==> config.mk <==
export PLATFORM = sky130hd
export DESIGN_NAME = if_fetch_unit
export DESIGN_NICKNAME = d
export VERILOG_FILES = /design/src/rtl/if_fetch_unit.sv
export SDC_FILE = /design/constraint.sdc
export NUM_CORES = 1
export LEC_CHECK = 0
export CORE_MARGIN = 3
export CORE_UTILIZATION = 35
export CTS_CLUSTER_DIAMETER = 30
export DETAILED_ROUTE_END_ITERATION = 6
export PLACE_DENSITY_LB_ADDON = 0.3
export SKIP_CTS_REPAIR_TIMING = 1
export SYNTH_ARGS = -nofsm -noshare
export SYNTH_HDL_FRONTEND = slang
export SYNTH_SLANG_ARGS = --single-unit
==> constraint.sdc <==
create_clock -name clk -period 6.58 [get_ports clk]
set_input_delay 1.316 -clock clk [delete_from_list [all_inputs] [get_ports clk]]
set_output_delay 1.316 -clock clk [all_outputs]
set_load 0.02 [all_outputs]
==> src/rtl/if_fetch_unit.sv <==
// Instruction-fetch stage: one outstanding imem request, IF/ID register with a
// one-entry hold buffer for stalls, and drop-on-flush for redirected fetches.
module if_fetch_unit #(
  parameter logic [31:0] NOP_INSTR = 32'h0000_0013,
  parameter logic [31:0] PC_STEP   = 32'd4
) (
  input  logic        clk,
  input  logic        reset,
  input  logic [31:0] pc_i,
  output logic [31:0] pre_pc_o,
  output logic        fetch_stall_o,
  output logic        imem_req_o,
  output logic [31:0] imem_addr_o,
  input  logic        imem_gnt_i,
  input  logic        imem_rvalid_i,
  input  logic [31:0] imem_rdata_i,
  input  logic        if_id_stall_i,
  input  logic        if_id_flush_i,
  output logic        if_id_valid_o,
  output logic [31:0] if_id_pc_o,
  output logic [31:0] if_id_pc_next_o,
  output logic [31:0] if_id_instr_o,
  output logic        if_id_misalign_o
);

  localparam logic [1:0] S_REQ  = 2'd0;
  localparam logic [1:0] S_RESP = 2'd1;
  localparam logic [1:0] S_HOLD = 2'd2;
  localparam logic [1:0] S_DROP = 2'd3;

  logic [1:0]  state, state_nxt;
  logic [31:0] req_pc;
  logic        req_mis;
  logic [31:0] hold_data;
  logic        hold_vld;
  logic        deliver_resp, deliver_hold, deliver;
  logic [31:0] deliver_data;

  assign pre_pc_o    = pc_i + PC_STEP;
  assign imem_req_o  = (state == S_REQ) && !reset;
  assign imem_addr_o = {pc_i[31:2], 2'b00};

  // Flush outranks both delivery paths so a redirect never lets a stale instruction through.
  assign deliver_resp  = (state == S_RESP) && imem_rvalid_i && !if_id_stall_i && !if_id_flush_i;
  assign deliver_hold  = (state == S_HOLD) && hold_vld && !if_id_stall_i && !if_id_flush_i;
  assign deliver       = deliver_resp || deliver_hold;
  assign deliver_data  = deliver_hold ? hold_data : imem_rdata_i;
  assign fetch_stall_o = !(deliver || if_id_flush_i);

  always_comb begin
    state_nxt = state;
    case (state)
      S_REQ:  if (imem_gnt_i) state_nxt = if_id_flush_i ? S_DROP : S_RESP;
      S_RESP: begin
        if (imem_rvalid_i) begin
          if (if_id_flush_i || !if_id_stall_i) state_nxt = S_REQ;
          else                                 state_nxt = S_HOLD;
        end else if (if_id_flush_i) begin
          state_nxt = S_DROP;
        end
      end
      S_HOLD: if (if_id_flush_i || !if_id_stall_i) state_nxt = S_REQ;
      S_DROP: if (imem_rvalid_i) state_nxt = S_REQ;
      default: state_nxt = S_REQ;
    endcase
  end

  always_ff @(posedge clk or posedge reset) begin
    if (reset) begin
      state     <= S_REQ;
      req_pc    <= '0;
      req_mis   <= 1'b0;
      hold_data <= '0;
      hold_vld  <= 1'b0;
    end else begin
      state <= state_nxt;
      if (state == S_REQ && imem_gnt_i) begin
        req_pc  <= pc_i;
        req_mis <= |pc_i[1:0];
      end
      if (state == S_RESP && imem_rvalid_i && if_id_stall_i && !if_id_flush_i) begin
        hold_data <= imem_rdata_i;
        hold_vld  <= 1'b1;
      end else if (state == S_HOLD && (deliver_hold || if_id_flush_i)) begin
        hold_vld  <= 1'b0;
      end
    end
  end

  always_ff @(posedge clk or posedge reset) begin
    if (reset) begin
      if_id_valid_o    <= 1'b0;
      if_id_pc_o       <= '0;
      if_id_pc_next_o  <= '0;
      if_id_instr_o    <= NOP_INSTR;
      if_id_misalign_o <= 1'b0;
    end else if (if_id_flush_i) begin
      if_id_valid_o    <= 1'b0;
      if_id_instr_o    <= NOP_INSTR;
      if_id_misalign_o <= 1'b0;
    end else if (deliver) begin
      if_id_valid_o    <= 1'b1;
      if_id_pc_o       <= req_pc;
      if_id_pc_next_o  <= req_pc + PC_STEP;
      if_id_instr_o    <= deliver_data;
      if_id_misalign_o <= req_mis;
    end
  end

endmodule
==> metrics.txt, run 1 <==
status finished clean; Synth Area in Adders 0.316%; chip height 156 um; Final Critical Period around 5.2 ns; Worst Tran Pin Value 0.869 ns; post-placement setup slack 1.34 ns; first-pass iteration count of the detailed router 4; Die Footprint 0.0245 sq mm; clock sink count 164; worst skew pair latency 0.43 ns; RSZ-0062 raised after global routing false; H-tree depth 4; Sum Neg Setup Slack 0 ns; CTS clk-pin slew, worst paths approximately 0.060 ns; Reg area 0.00411 sq mm; XOR/XNOR share of the synthesized area 4.53%; CTS Buf Count 17; Initial DRC Count around 270; Yosys cell types 40; share of layout cells above drive strength 1 11.3%; Antenna Violating Nets Remaining 0; final cell count without fillers 1283; initial antenna violation count 0; row cnt 54; HPWL after detailed placement 15.4 mm; fin worst setup slack 1.35 ns; hold crit path type reg2reg; ys async rst share 100%; kind of critical path in2out; synth warn 0; top cells by count, synth nand2_1 (194), dfrtp_1 (161), nor2_1 (66), mux2_2 (60), clkbuf_1 (40); routed len/inst 17.1 um; worst ir drop on vdd about 0.13 mV; Slew Limit Headroom between 40% and 50%; number of flops mapped to enable cells by yosys 0; count leader, synth nand2_1; gr ovfl total 0; Crit. End Element output port; fillers 2077; CP max FO 8; IO buf count 231; Final GP Congestion between 0.7 and 0.8; Synth area leaders dfrtp_1 (51%), nand2_1 (9.2%), mux2_2 (8.5%); DP Cell Count 1251; mux share of post-synthesis cell area 8.53%; Initial Util 36.0%; Die X approximately 160 um; startpoint types primary input; Finish-stage setup viols 0; WHS 0.473 ns; diodes inserted 0; Synth area leader dfrtp_1; top-area cell type share of the netlist area between 50 and 60%; period utilization ~80%; largest family of logic cells by synthesized area simple AND/OR/NAND/NOR gates; upper clock frequency limit about 0.19 GHz; Synth Area in Compound Gates 8.06%; via count 6496; Seq/Total Area, Yosys 51.9%; Cells after Synth 814; drt total wl 22.0 mm; Max Root-Sink Buffers 2; Lkg Pwr 0.00450 uW; Cell Area, Synth 0.00792 sq mm; Area growth syn-to-layout 36.6%; # IOs 234; DR DRC count 0; placement-stage cell area a little over 0.01 sq mm; Tot GR Track Use 18.4%; hold violation count in the final report 0; Synth Area in Simple Gates 20.3%; Synth Register Bits roughly 160; fin. max-slew vios 0; Clock Skew 0.0116 ns; Max Cap Viol 0; multi-input logic area 0.00334 sq mm; Synth Flop Type dfrtp_1; first-pass GRT wire length 35.7 mm; DR vias/cell 5.06; Worst Path Required 5.26 ns; core box area 0.0220 sq mm; syn avg cell area between 9 and 10 sq um; slowest CP cell nor4_1; CP cell instances clkdlybuf4s50_1 > nand4_1 > nor4_1 > nand4_1 > xnor2_1 > clkdlybuf4s50_1; Nets about 1100; Worst path max stage delay ~0.64 ns; Cell Pwr Density ~420 mW/mm^2; arrival time at the worst endpoint 3.91 ns; CTS tree done; fin area 0.0108 sq mm; clock root buffer clkbuf_16; largest net degree at the start of global routing 94; number of global-route vias before repair roughly 6500
final cells by class:
| cell class | count | share of cell area (%) |
|---|---|---|
| clock buffer | 17 | 3.93 |
| clock inverter | 15 | 1.52 |
| inverter | 11 | 0.428 |
| multi-input combinational | 555 | 30.8 |
| sequential | 164 | 38.0 |
| tap | 280 | 3.24 |
| timing repair buffer | 241 | 22.1 |
cell usage in the layout (no fill, tap or decap), types with 2 or more instances in the layout:
master,instances
nor4_1,5
a31oi_1,15
clkbuf_16,17
o311ai_0,3
inv_1,10
nand2_1,193
nand4_1,20
nand4bb_1,2
or4_1,9
clkinvlp_4,2
a311oi_1,29
conb_1,2
and3_1,10
xnor2_1,26
xor2_1,15
a21oi_1,2
ha_1,2
nor3_1,8
or3_1,5
o31ai_1,8
inv_8,4
nand3_1,23
inv_6,6
dfstp_2,3
buf_4,10
mux2_2,60
dfrtp_1,161
and4_1,7
clkdlybuf4s50_1,231
nor2_1,66
o21ai_0,30
report_power, final:
group | internal [uW] | total [uW] | switching, uW
sequential | 1440 | 1810 | 375
clock | 540 | 993 | 453
combinational | 835 | 1720 | 880
flip-flops by register name (all words and copies together), names as in the netlist:
register,flops
hold_vld,1
if_id_misalign_o,1
state,2
hold_data,32
if_id_valid_o,1
if_id_pc_o,32
req_pc,32
req_mis,1
if_id_pc_next_o,30
if_id_instr_o,32
worst paths after layout:
path	start	to	slack, ns	cells after the start
worst max-delay path	pc_i[6]	pre_pc_o[31]	1.35	6
worst min-delay path	req_pc[1]	if_id_pc_o[1]	0.47	2
worst max register to register	state[0]	if_id_pc_next_o[8]	4.10	5
worst min register to register	req_pc[1]	if_id_pc_o[1]	0.47	2
max in group asynchronous	reset	if_id_pc_o[14]	4.00	3
min in group asynchronous	reset	state[1]	1.51	2
worst max-delay path, delay by kind of cell:
family        cells  cell delay, ns
buf+inv           2            1.23
simple gates      3            1.15
xor+xnor          1            0.20
metal layers:
metal	track usage [%]	share of wire, %
met1	25.4	46
met2	28.5	46
met3	5.17	7.8
met4	5.17	1.1
met5	0	0
through the flow:
step	power (uW)	utilization (%)
after detailed placement	3580	46.4
final	4520	49.1
after global placement	3540	46.4
after floorplan	2760	-
after CTS	4590	49.1
after global routing	4840	49.1
cell families after synthesis:
family	after synthesis
mux	60
compound gates	93
flops	164
other cells	1
simple gates	357
fa+ha+maj	2
xor+xnor	41
buf+inv	96
Note: power is estimated with default switching activity, not from simulation.
==> run 2: changes to the inputs <==
clock period = 4.6 ns   (was 6.58 ns; I/O delays follow)
==> run 2 against run 1 <==
Clock-buffer cell count increased by 1. Power increased by 41%. Worst setup slack got worse by 1.1 ns. Sequential power is 44% higher. Critical path depth unchanged. Via count rose by 0.18%. Critical path type unchanged.
==> metrics.txt, run 2 (synthesis results as in run 1) <==
status finished clean (unchanged); hold path start req_pc[0] (was req_pc[1]); Nets 1072 (was 1062); overall power 6390 uW (was 4520 uW); via count 6508 (was 6496); CTS clk-pin slew, worst paths 0.07 ns (was 0.06 ns); hold crit path type reg2reg (unchanged); multi-input logic area 0.00334 sq mm (about the same); Worst Tran Pin Value 0.795 ns (was 0.869 ns); Die Footprint 0.0245 sq mm (unchanged); core box area 0.0220 sq mm (unchanged); Reg area 0.00411 sq mm (unchanged); diodes inserted 0 (unchanged); most frequent cells in the layout clkdlybuf4s50_1 (231), nand2_1 (193), dfrtp_1 (161), nor2_1 (66), mux2_2 (60) (unchanged); period utilization 93.7%; fillers 2037 (was 2077); fin. max-slew vios 0 (unchanged); number of global-route vias before repair 6401 (was 6508); clock sink count 164 (unchanged); chip height 156 um (unchanged); Area growth syn-to-layout 37.4% (was 36.6%); startpoint types primary input (unchanged); Die X 156 um (unchanged); CP max FO 7 (was 8); largest net degree at the start of global routing 89 (was 94); IO buf count 231 (unchanged); arrival time at the worst endpoint 3.39 ns (was 3.91 ns); Lkg Pwr 0.00453 uW (was 0.00450 uW); RSZ-0062 raised after global routing false (unchanged); Crit. End Element output port (unchanged); hold violation count in the final report 0 (unchanged); worst reg2reg setup slack 2.24 ns (was 4.10 ns); Finish-stage setup viols 0 (unchanged); first-pass iteration count of the detailed router 5 (was 4); r2r startpoint state[0] (unchanged); Antenna Violating Nets Remaining 0 (unchanged); Initial DRC Count 379 (was 273); clock root buffer clkbuf_16 (unchanged); fin worst setup slack 0.288 ns (was 1.35 ns); HPWL after detailed placement 15.4 mm (about the same); CTS tree done (unchanged); Max Root-Sink Buffers 2 (unchanged); worst ir drop on vdd 0.234 mV (was 0.132 mV); Clock Skew 0.0108 ns (was 0.0116 ns); initial antenna violation count 0 (unchanged); CTS Buf Count 17 (unchanged); drt total wl 21.7 mm (was 22.0 mm); first-pass GRT wire length 34.8 mm (was 35.7 mm); most common cell after layout, fill and taps aside clkdlybuf4s50_1 (unchanged); Max Cap Viol 0 (unchanged); Sum Neg Setup Slack 0 ns (unchanged); Cell Pwr Density 587 mW/mm^2 (was 418 mW/mm^2); Initial Util 36.0% (unchanged); FF-to-FF path depth 5 (unchanged); gr ovfl total 0 (unchanged); row cnt 54 (unchanged); worst reg2reg path endpoint if_id_pc_next_o[6] (was if_id_pc_next_o[8]); worst skew pair latency 0.42 ns (was 0.43 ns); DR DRC count 0 (unchanged); Slew Limit Headroom 46.9% (was 42.1%); H-tree depth 4 (unchanged); # IOs 234 (unchanged); Hold Path End if_id_pc_o[0] (was if_id_pc_o[1]); kind of critical path in2out (unchanged); Final GP Congestion 0.765 (was 0.788); Worst Path Required 3.68 ns (was 5.26 ns); hold path cells 2 (unchanged); upper clock frequency limit 0.232 GHz; Tot GR Track Use 17.8% (was 18.4%); share of layout cells above drive strength 1 12.1% (was 11.3%); DR vias/cell 5.03 (was 5.06); routed len/inst 16.8 um (was 17.1 um); Final Critical Period 4.31 ns; post-placement setup slack 0.137 ns (was 1.34 ns)
-- run 2: worst max path at each step --
stage,startpoint,end,slack (ns),cells past startpoint
2_1_floorplan,pc_i[2],pre_pc_o[20],1.48,5
3_3_place_gp,pc_i[5],pre_pc_o[31],0.25,6
3_5_place_dp,pc_i[2],pre_pc_o[31],0.14,6
4_1_cts,pc_i[2],pre_pc_o[31],0.15,6
5_1_grt,pc_i[2],pre_pc_o[31],0.12,6
6_report,pc_i[2],pre_pc_o[31],0.29,6
-- run 2: critical path, stage by stage --
cell             delay [ns]
clkdlybuf4s50_1        0.59
nand4_1                0.33
nor4_2                 0.54
nand4_1                0.20
xnor2_1                0.18
clkdlybuf4s50_1        0.63
-- run 2: area by class of cell --
type / count / area share (%)
inverters: 11 / 0.414
flip-flops and latches: 164 / 37.8
clock buffers: 18 / 3.94
multi-input cells: 555 / 30.7
repair buffers: 251 / 22.9
clock inverters: 14 / 1.07
well taps: 280 / 3.22
-- run 2: report_power, final --
group	switching [uW]	leakage (uW)	internal [uW]	total, uW
combinational	1260	0.00224	1200	2470
clock	613	0.000268	706	1320
sequential	540	0.00202	2060	2600
total	2420	0.00453	3970	6390
-- run 2: through the flow --
stage	instance area [sq um]	hold slack [ns]	util [%]	std cells
global route	10900	0.487	49.4	1293
finish	10900	0.468	49.4	1293
global placement	10300	0.448	46.9	1261
floorplan	7930	0.435	-	815
detailed placement	10300	0.459	46.9	1261
CTS	10900	0.473	49.4	1293
-- run 2: routing by layer --
metal | GRT usage [%] | part of all wire [%] | vias to the layer above
met2 | 27.6 | 45 | 238
met1 | 24.8 | 46 | 3081
met5 | 0 | 0 | -
li1 | - | - | 3165
met3 | 4.78 | 7.4 | 24
met4 | 5.00 | 1.5 | 0
